===== config.mk =====
export PLATFORM = sky130hd
export DESIGN_NAME = io_bus_ctrl_flat
export DESIGN_NICKNAME = d
export VERILOG_FILES = /design/src/rtl/io_pkg.sv /design/src/rtl/io_bus_ctrl_if.sv /design/src/rtl/io_timeout_ctr.sv /design/src/rtl/io_bus_ctrl.sv /design/src/flat_wrapper.sv
export SDC_FILE = /design/constraint.sdc
export NUM_CORES = 1
export LEC_CHECK = 0
export BUFFER_PORTS_ARGS = -buffer_cell sky130_fd_sc_hd__buf_4
export CORE_MARGIN = 3
export CORE_UTILIZATION = 35
export CTS_CLUSTER_DIAMETER = 60
export DETAILED_ROUTE_END_ITERATION = 12
export PLACE_DENSITY = 0.78
export RECOVER_POWER = 100
export SYNTH_ARGS = -nofsm -noshare
export SYNTH_HDL_FRONTEND = slang
export SYNTH_SLANG_ARGS = --single-unit

===== constraint.sdc =====
create_clock -name clk -period 2.1 [get_ports clk]
set_input_delay 0.63 -clock clk [delete_from_list [all_inputs] [get_ports clk]]
set_output_delay 0.63 -clock clk [all_outputs]
set_load 0.005 [all_outputs]

===== src/rtl/io_pkg.sv =====
// io_pkg: shared constants and FSM encoding for the IO bus controller.
//   IO_REGION     - cpu_addr[15:14] value that selects the IO region
//   LOC_BASE      - cpu_addr[15:4] value of the local register window
//   STAT_ADDR     - status register (io_err in bit 15)
//   ERRADDR_ADDR  - captured error address (only with IO_ERR_CAPTURE_EN)
//   TIMEOUT_DATA  - read data returned for a timed-out access
package io_pkg;

    localparam logic [1:0]  IO_REGION    = 2'b11;
    localparam logic [11:0] LOC_BASE     = 12'hFFF;
    localparam logic [15:0] STAT_ADDR    = 16'hFFFF;
    localparam logic [15:0] ERRADDR_ADDR = 16'hFFFE;
    localparam logic [15:0] TIMEOUT_DATA = 16'hFFFF;

    typedef enum logic [1:0] {
        StIdle = 2'd0,
        StReq  = 2'd1,
        StDone = 2'd2
    } io_state_e;

endpackage


===== src/rtl/io_bus_ctrl_if.sv =====
// io_bus_ctrl_if: CPU data port, data-memory and IO-device signals of io_bus_ctrl.
//   master modport - the controller (drives mem_we, cpu_rdata, cpu_stall, dev_*, io_err)
//   slave modport  - the environment (drives cpu_*, mem_rdata, dev_ack, dev_rdata)
//   dev_rdata is flattened: device i occupies bits [16i+15:16i].
interface io_bus_ctrl_if #(
    parameter int unsigned DEV_SEL_BITS = 2
);
    localparam int unsigned NUM_DEV = 1 << DEV_SEL_BITS;

    logic [15:0]            cpu_addr;
    logic [15:0]            cpu_wdata;
    logic                   cpu_we;
    logic                   cpu_re;
    logic [15:0]            mem_rdata;
    logic                   mem_we;
    logic [15:0]            cpu_rdata;
    logic                   cpu_stall;
    logic                   dev_req;
    logic [NUM_DEV-1:0]     dev_sel;
    logic [11:0]            dev_addr;
    logic [15:0]            dev_wdata;
    logic                   dev_we;
    logic [NUM_DEV-1:0]     dev_ack;
    logic [16*NUM_DEV-1:0]  dev_rdata;
    logic                   io_err;

    modport master (
        input  cpu_addr, cpu_wdata, cpu_we, cpu_re, mem_rdata, dev_ack, dev_rdata,
        output mem_we, cpu_rdata, cpu_stall, dev_req, dev_sel, dev_addr, dev_wdata, dev_we,
               io_err
    );

    modport slave (
        output cpu_addr, cpu_wdata, cpu_we, cpu_re, mem_rdata, dev_ack, dev_rdata,
        input  mem_we, cpu_rdata, cpu_stall, dev_req, dev_sel, dev_addr, dev_wdata, dev_we,
               io_err
    );

endinterface


===== src/rtl/io_timeout_ctr.sv =====
// io_timeout_ctr: clearable, enabled up-counter with an expiry flag.
//   clk, reset - clock, synchronous active-high reset
//   i_clr      - synchronous clear (to 0)
//   i_en       - count enable
//   o_expired  - counter currently equals TIMEOUT-1
module io_timeout_ctr #(
    parameter int unsigned TIMEOUT = 16,
    parameter int unsigned TO_W    = 5
) (
    input  logic clk,
    input  logic reset,
    input  logic i_clr,
    input  logic i_en,
    output logic o_expired
);

    logic [TO_W-1:0] r_cnt;

    always_ff @(posedge clk) begin
        if (reset || i_clr) begin
            r_cnt <= '0;
        end else if (i_en) begin
            r_cnt <= r_cnt + TO_W'(1);
        end
    end

    assign o_expired = (r_cnt == TO_W'(TIMEOUT - 1));

endmodule


===== src/rtl/io_bus_ctrl.sv =====
// io_bus_ctrl: sequencing controller for the memory-mapped IO region (addr[15:14] == 2'b11).
//   clk, reset - clock, synchronous active-high reset
//   bus        - io_bus_ctrl_if.master: CPU port, data-memory strobe, device req/ack bus
// Non-IO traffic passes straight to data memory. IO accesses stall the CPU, run a req/ack
// handshake with the selected device (or hit the local registers at 0xFFF0-0xFFFF) and
// time out after TIMEOUT REQ cycles, setting the sticky io_err flag.
// Optional: define IO_ERR_CAPTURE_EN to capture the address of the first timed-out access,
// readable at 0xFFFE.
module io_bus_ctrl
    import io_pkg::*;
#(
    parameter int unsigned DEV_SEL_BITS = 2,
    parameter int unsigned TIMEOUT      = 16,
    parameter int unsigned TO_W         = 5
) (
    input logic          clk,
    input logic          reset,
    io_bus_ctrl_if.master bus
);

    localparam int unsigned NUM_DEV = 1 << DEV_SEL_BITS;
`ifdef IO_ERR_CAPTURE_EN
    localparam int unsigned ADDR_KEEP = 16;
`else
    // Only the device offset and select bits are ever needed downstream.
    localparam int unsigned ADDR_KEEP = 12 + DEV_SEL_BITS;
`endif

    io_state_e               r_state, w_state_next;
    logic [ADDR_KEEP-1:0]    r_addr;
    logic [15:0]             r_wdata;
    logic                    r_we;
    logic [15:0]             r_data;
    logic                    r_err;
`ifdef IO_ERR_CAPTURE_EN
    logic [15:0]             r_err_addr;
`endif

    logic                    w_io_hit, w_loc_hit, w_is_write;
    logic                    w_expired, w_ack, w_err_clr;
    logic                    w_stall, w_req, w_start, w_loc_acc, w_cnt_clr, w_cnt_en;
    logic                    w_done_ack, w_timeout;
    logic [DEV_SEL_BITS-1:0] w_sel_idx;
    logic [NUM_DEV-1:0]      w_dev_sel;
    logic [15:0]             w_dev_rdata_sel, w_loc_rdata;

    assign w_io_hit   = (bus.cpu_we | bus.cpu_re) & (bus.cpu_addr[15:14] == IO_REGION);
    assign w_loc_hit  = w_io_hit & (bus.cpu_addr[15:4] == LOC_BASE);
    assign w_is_write = bus.cpu_we;   // write wins when both strobes are high

    assign w_sel_idx       = r_addr[12 +: DEV_SEL_BITS];
    assign w_ack           = bus.dev_ack[w_sel_idx];
    assign w_dev_rdata_sel = bus.dev_rdata[{w_sel_idx, 4'b0000} +: 16];

    assign w_err_clr = w_loc_acc & w_is_write & (bus.cpu_addr == STAT_ADDR) & bus.cpu_wdata[15];

    always_comb begin
        w_loc_rdata = '0;
        if (bus.cpu_addr == STAT_ADDR) begin
            w_loc_rdata = {r_err, 15'b0};
        end
`ifdef IO_ERR_CAPTURE_EN
        else if (bus.cpu_addr == ERRADDR_ADDR) begin
            w_loc_rdata = r_err_addr;
        end
`endif
    end

    io_timeout_ctr #(
        .TIMEOUT (TIMEOUT),
        .TO_W    (TO_W)
    ) u_timeout_ctr (
        .clk       (clk),
        .reset     (reset),
        .i_clr     (w_cnt_clr),
        .i_en      (w_cnt_en),
        .o_expired (w_expired)
    );

    always_ff @(posedge clk) begin
        if (reset) begin
            r_state <= StIdle;
        end else begin
            r_state <= w_state_next;
        end
    end

    always_comb begin
        w_state_next = r_state;
        w_stall      = 1'b0;
        w_req        = 1'b0;
        w_dev_sel    = '0;
        w_start      = 1'b0;
        w_loc_acc    = 1'b0;
        w_cnt_clr    = 1'b0;
        w_cnt_en     = 1'b0;
        w_done_ack   = 1'b0;
        w_timeout    = 1'b0;
        unique case (r_state)
            StIdle: begin
                if (w_io_hit) begin
                    w_stall = 1'b1;
                    if (w_loc_hit) begin
                        w_loc_acc    = 1'b1;
                        w_state_next = StDone;
                    end else begin
                        w_start      = 1'b1;
                        w_cnt_clr    = 1'b1;
                        w_state_next = StReq;
                    end
                end
            end
            StReq: begin
                w_stall              = 1'b1;
                w_req                = 1'b1;
                w_dev_sel[w_sel_idx] = 1'b1;
                w_cnt_en             = 1'b1;
                // An ack in the expiry cycle takes precedence over the timeout.
                if (w_ack) begin
                    w_done_ack   = 1'b1;
                    w_state_next = StDone;
                end else if (w_expired) begin
                    w_timeout    = 1'b1;
                    w_state_next = StDone;
                end
            end
            StDone: begin
                w_state_next = StIdle;
            end
            default: begin
                w_state_next = StIdle;
            end
        endcase
    end

    always_ff @(posedge clk) begin
        if (reset) begin
            r_addr  <= '0;
            r_wdata <= '0;
            r_we    <= 1'b0;
            r_data  <= '0;
            r_err   <= 1'b0;
        end else begin
            if (w_start) begin
                r_addr  <= bus.cpu_addr[ADDR_KEEP-1:0];
                r_wdata <= bus.cpu_wdata;
                r_we    <= w_is_write;
            end
            if (w_loc_acc) begin
                r_data <= w_is_write ? 16'h0000 : w_loc_rdata;
            end else if (w_done_ack) begin
                r_data <= w_dev_rdata_sel;
            end else if (w_timeout) begin
                r_data <= TIMEOUT_DATA;
            end
            // Set beats clear, even though the FSM never asks for both at once.
            if (w_timeout) begin
                r_err <= 1'b1;
            end else if (w_err_clr) begin
                r_err <= 1'b0;
            end
        end
    end

`ifdef IO_ERR_CAPTURE_EN
    always_ff @(posedge clk) begin
        if (reset) begin
            r_err_addr <= '0;
        end else if (w_timeout && !r_err) begin
            r_err_addr <= r_addr;
        end else if (w_err_clr) begin
            r_err_addr <= '0;
        end
    end
`endif

    assign bus.mem_we    = bus.cpu_we & (bus.cpu_addr[15:14] != IO_REGION);
    assign bus.cpu_rdata = (r_state == StDone) ? r_data : bus.mem_rdata;
    assign bus.cpu_stall = w_stall;
    assign bus.dev_req   = w_req;
    assign bus.dev_sel   = w_dev_sel;
    assign bus.dev_addr  = r_addr[11:0];
    assign bus.dev_wdata = r_wdata;
    assign bus.dev_we    = r_we;
    assign bus.io_err    = r_err;

endmodule


===== src/flat_wrapper.sv =====
// flat-port wrapper written by rule: the top's interface ports become plain ports
module io_bus_ctrl_flat import io_pkg::*;
#(
    parameter int unsigned DEV_SEL_BITS = 2,
    parameter int unsigned TIMEOUT      = 16,
    parameter int unsigned TO_W         = 5
)
  (clk, reset, bus_cpu_addr, bus_cpu_wdata, bus_cpu_we, bus_cpu_re, bus_mem_rdata, bus_dev_ack, bus_dev_rdata, bus_mem_we, bus_cpu_rdata, bus_cpu_stall, bus_dev_req, bus_dev_sel, bus_dev_addr, bus_dev_wdata, bus_dev_we, bus_io_err);
  io_bus_ctrl_if #(.DEV_SEL_BITS(DEV_SEL_BITS)) bus_i ();
  input logic clk;
  input logic reset;
  input wire logic [$bits(bus_i.cpu_addr)-1:0] bus_cpu_addr;
  input wire logic [$bits(bus_i.cpu_wdata)-1:0] bus_cpu_wdata;
  input wire logic [$bits(bus_i.cpu_we)-1:0] bus_cpu_we;
  input wire logic [$bits(bus_i.cpu_re)-1:0] bus_cpu_re;
  input wire logic [$bits(bus_i.mem_rdata)-1:0] bus_mem_rdata;
  input wire logic [$bits(bus_i.dev_ack)-1:0] bus_dev_ack;
  input wire logic [$bits(bus_i.dev_rdata)-1:0] bus_dev_rdata;
  output wire logic [$bits(bus_i.mem_we)-1:0] bus_mem_we;
  output wire logic [$bits(bus_i.cpu_rdata)-1:0] bus_cpu_rdata;
  output wire logic [$bits(bus_i.cpu_stall)-1:0] bus_cpu_stall;
  output wire logic [$bits(bus_i.dev_req)-1:0] bus_dev_req;
  output wire logic [$bits(bus_i.dev_sel)-1:0] bus_dev_sel;
  output wire logic [$bits(bus_i.dev_addr)-1:0] bus_dev_addr;
  output wire logic [$bits(bus_i.dev_wdata)-1:0] bus_dev_wdata;
  output wire logic [$bits(bus_i.dev_we)-1:0] bus_dev_we;
  output wire logic [$bits(bus_i.io_err)-1:0] bus_io_err;
  assign bus_i.cpu_addr = bus_cpu_addr;
  assign bus_i.cpu_wdata = bus_cpu_wdata;
  assign bus_i.cpu_we = bus_cpu_we;
  assign bus_i.cpu_re = bus_cpu_re;
  assign bus_i.mem_rdata = bus_mem_rdata;
  assign bus_i.dev_ack = bus_dev_ack;
  assign bus_i.dev_rdata = bus_dev_rdata;
  assign bus_mem_we = bus_i.mem_we;
  assign bus_cpu_rdata = bus_i.cpu_rdata;
  assign bus_cpu_stall = bus_i.cpu_stall;
  assign bus_dev_req = bus_i.dev_req;
  assign bus_dev_sel = bus_i.dev_sel;
  assign bus_dev_addr = bus_i.dev_addr;
  assign bus_dev_wdata = bus_i.dev_wdata;
  assign bus_dev_we = bus_i.dev_we;
  assign bus_io_err = bus_i.io_err;
  io_bus_ctrl #(.DEV_SEL_BITS(DEV_SEL_BITS), .TIMEOUT(TIMEOUT), .TO_W(TO_W)) u_core (.clk(clk), .reset(reset), .bus(bus_i));
endmodule

==> key figures <==
Worst setup path
  – Biggest fanout along the worst timing path: 8
  – Arrival time worst endpoint: 1460 ps
  – Data required time at the worst endpoint: 1470 ps
  – Category of the critical setup timing path: register to primary output
  – Crit path capture type: primary output
  – Nature of the critical path startpoint: register

Synth
  – Number of register bits inferred by synthesis: 55
  – Synthesized-area fraction occupied by adder cells: 0.00849
  – Number of nets produced by synthesis: 425
  – Yosys warning count: 0
  – Average instance area after synthesis: 9.73 um^2
  – Area share of xor/xnor cells in the synthesized design: 0.00891
  – Share of flip-flops with an asynchronous set or reset: 0
  – Multiplexer area fraction after synthesis: 0.199
  – Number of synthesized flops with an enable pin: 0
  – Main combinational cell family by area after synthesis: compound AO/OA/AOI/OAI gates
  – Post-Synth Simple-Gate Area: 0.131
  – Most instantiated flip-flop cell in the synthesis netlist: sky130_fd_sc_hd__dfxtp_1
  – Summed instance area of the synthesized netlist: 2950 um^2
  – Number of unique standard cell types used by synthesis: 43
  – Share of the synthesized area in compound gates (AO/OA/AOI/OAI): 0.200
  – Count of mapped cells out of synthesis: 303
  – Post-synthesis sequential area ratio: 0.374

GRT
  – Number of antenna violations at the first check in global routing: 0
  – Total track usage: 0.199
  – Pin count of the biggest net entering global routing: 28
  – Global-route congestion overflow total: 0
  – Global-route wire length before repair: 15.7 mm
  – Number of global-route vias before repair: 3,113

Power
  – Standby leakage power: 1.91 nW
  – Power Dens Cells: 504 nW/um^2
  – Max IR drop VDD: 339 uV

Clock tree
  – Maximum root-to-sink buffer count: 2
  – CTS tree: done
  – Clock Tree Root: sky130_fd_sc_hd__clkbuf_8
  – Clock-pin slew reported for the worst setup and hold paths after clock tree synthesis: 100 ps
  – Number of H-tree branching levels: 2
  – Number of clock sinks: 55
  – Clock latency on the worst-skew pair: 310 ps
  – Number of CTS-inserted buffers: 5
  – Number of hold-repair buffers added at the cts stage: 0

Place
  – Number of cells in the design after placement: 560
  – IO Port Bufs: 172
  – Placement Cell Area: 4350 um^2
  – HPWL after detailed placement: 7.70 mm
  – Routability Congestion: 0.902

Floorplan
  – Horizontal extent of the die: 97.8 um
  – Top-Level Pins: 173
  – Chip Height: 97.8 um
  – Initial cell density of the core: 0.370
  – Total Die Area: 9560 um^2
  – Area inside the core boundary: 7970 um^2
  – Std-Cell Rows: 32

Timing
  – Period minus WS final: 2090 ps
  – Slew at the pin with the worst max-slew slack: 500 ps
  – Final worst clock skew: 8.29 ps
  – Post-route clock period utilization: 0.995
  – Relative max-transition margin: 0.665
  – Unrepaired setup endpoints after global routing: yes
  – Final count of hold timing violations: 0
  – Setup violation total in the final timing report: 0
  – Fin. max-slew vios: 0
  – Achievable clock frequency: 0.479 GHz

Final layout
  – Multi-input logic area: 1660 um^2
  – Fin nets: 590
  – Combined flip-flop and latch cell area: 1100 um^2
  – Syn-to-layout area delta: 52.9%
  – Number of antenna diodes: 0
  – Layout cell share with drive strength beyond 1: 0.497
  – Non-filler instance count after layout: 571
  – Fillers: 683
  – Leading cell type in the layout, fill and taps excluded: sky130_fd_sc_hd__buf_4
  – Highest-count cells in the layout ignoring fill and taps: sky130_fd_sc_hd__buf_4 (151), sky130_fd_sc_hd__dfxtp_1 (53), sky130_fd_sc_hd__a21oi_1 (34)
  – Cell area after layout: 4510 um^2

Route
  – Count of vias placed by the detailed router: 3,056
  – Count of TritonRoute iterations in the first routing pass: 4
  – Number of violations reported at the end of detailed-routing iteration 0: 192
  – Post-route DRC: 0
  – Final ANT Viol Nets: 0
  – Routed via count divided by cell count: 5.35
  – Average detailed-routed wire length per instance: 17.3 um
  – Total routed wirelength: 9.90 mm

Flow run
  – # Max-Cap Violations: 0

Status
  – Run status: complete, no violations

Worst hold path
  – Worst min-delay path category: register to register
-- kinds of logic after synthesis --
kind of cell | count (synthesis)
xor gates and xnor gates | 3
DFF | 55
and+or+nand+nor | 73
muxes | 35
buffers and inverters | 45
AOI/OAI and AO/OA | 90
adders and majority gates | 2
-- critical path: stages, from the launching register on --
cell	delay (ps)
sky130_fd_sc_hd__dfxtp_2	370
sky130_fd_sc_hd__nand2b_4	170
sky130_fd_sc_hd__buf_12	140
sky130_fd_sc_hd__mux2_1	330
sky130_fd_sc_hd__buf_4	140
-- registers in the layout (all words and copies together), names as in the netlist --
name	cells
u_core.r_state	2
u_core.bus.io_err	1
u_core.u_timeout_ctr.r_cnt	5
u_core.bus.dev_we	1
u_core.r_data	16
u_core.r_addr	14
u_core.bus.dev_wdata	16
-- where the power goes --
| group | leakage [nW] | switching, W | internal (W) |
|---|---|---|---|
| Clock | 0.0474 | 0.000361 | 0.000270 |
| Combinational | 1.41 | 0.000202 | 0.000327 |
| Sequential | 0.448 | 0.0000248 | 0.00109 |
| Total | 1.91 | 0.000588 | 0.00168 |
-- synthesized netlist by cell type, types with 4 or more instances --
cell	count	share of area
sky130_fd_sc_hd__o221a_1	14	0.053
sky130_fd_sc_hd__dfxtp_1	55	0.37
sky130_fd_sc_hd__buf_1	4	0.0051
sky130_fd_sc_hd__clkbuf_1	20	0.025
sky130_fd_sc_hd__nand4_1	5	0.011
sky130_fd_sc_hd__nor3_1	8	0.014
sky130_fd_sc_hd__nor2_1	9	0.011
sky130_fd_sc_hd__nand3_1	32	0.054
sky130_fd_sc_hd__o21ai_1	32	0.054
sky130_fd_sc_hd__inv_1	4	0.0051
sky130_fd_sc_hd__buf_4	12	0.031
sky130_fd_sc_hd__mux4_2	16	0.12
sky130_fd_sc_hd__nand2_1	4	0.0051
sky130_fd_sc_hd__a21oi_1	34	0.058
sky130_fd_sc_hd__mux2_1	16	0.061
-- final timing paths --
path                                                     from                      end  slack (ps)  cells past startpoint
worst max-delay path                        u_core.r_state[0]        bus_cpu_rdata[12]          10                      4
worst min-delay path                  u_core.bus.dev_wdata[2]  u_core.bus.dev_wdata[2]         480                      2
worst max register to register  u_core.u_timeout_ctr.r_cnt[0]        u_core.r_data[14]         120                      7
worst min register to register        u_core.bus.dev_wdata[2]  u_core.bus.dev_wdata[2]         480                      2
-- area by class of cell --
cell class	count	area share
multi-input combinational	203	0.369
timing repair buffer	198	0.332
sequential	55	0.245
tap	102	0.0283
clock buffer	6	0.0183
inverter	5	0.00416
clock inverter	2	0.00361
-- through the flow --
stage                      util  TNS [ps]  hold WS, ps  worst slack, ps  total power, W
after CTS                 0.566         0          487             5.27         0.00229
after floorplan               -         0          459             63.1         0.00135
after global placement    0.546      -559          466            -51.4         0.00164
after global routing      0.566      -483          509            -37.1         0.00238
final                     0.566         0          478             10.6         0.00227
after detailed placement  0.546     -1140          473            -92.8         0.00166
-- per-layer routing --
layer  GRT usage  share of wire  routed length, um  vias to the layer above
met5           0              0                  0                        -
met4      0.0330         0.0059                 58                        0
met3      0.0686          0.097                962                        6
met2       0.353           0.50               4920                      134
met1       0.238           0.40               3950                     1455
li1            -              -                  -                     1461
-- timing repair --
item / CTS / global route
hold endpoints to repair: 0 / 0
gates resized for setup: 6 / 15
gates cloned: 1 / 0
buffers inserted: 2 / 0
pin swaps: 0 / 0
setup endpoints to repair: 16 / 18
No activity file was read; power rests on OpenSTA's default activity.
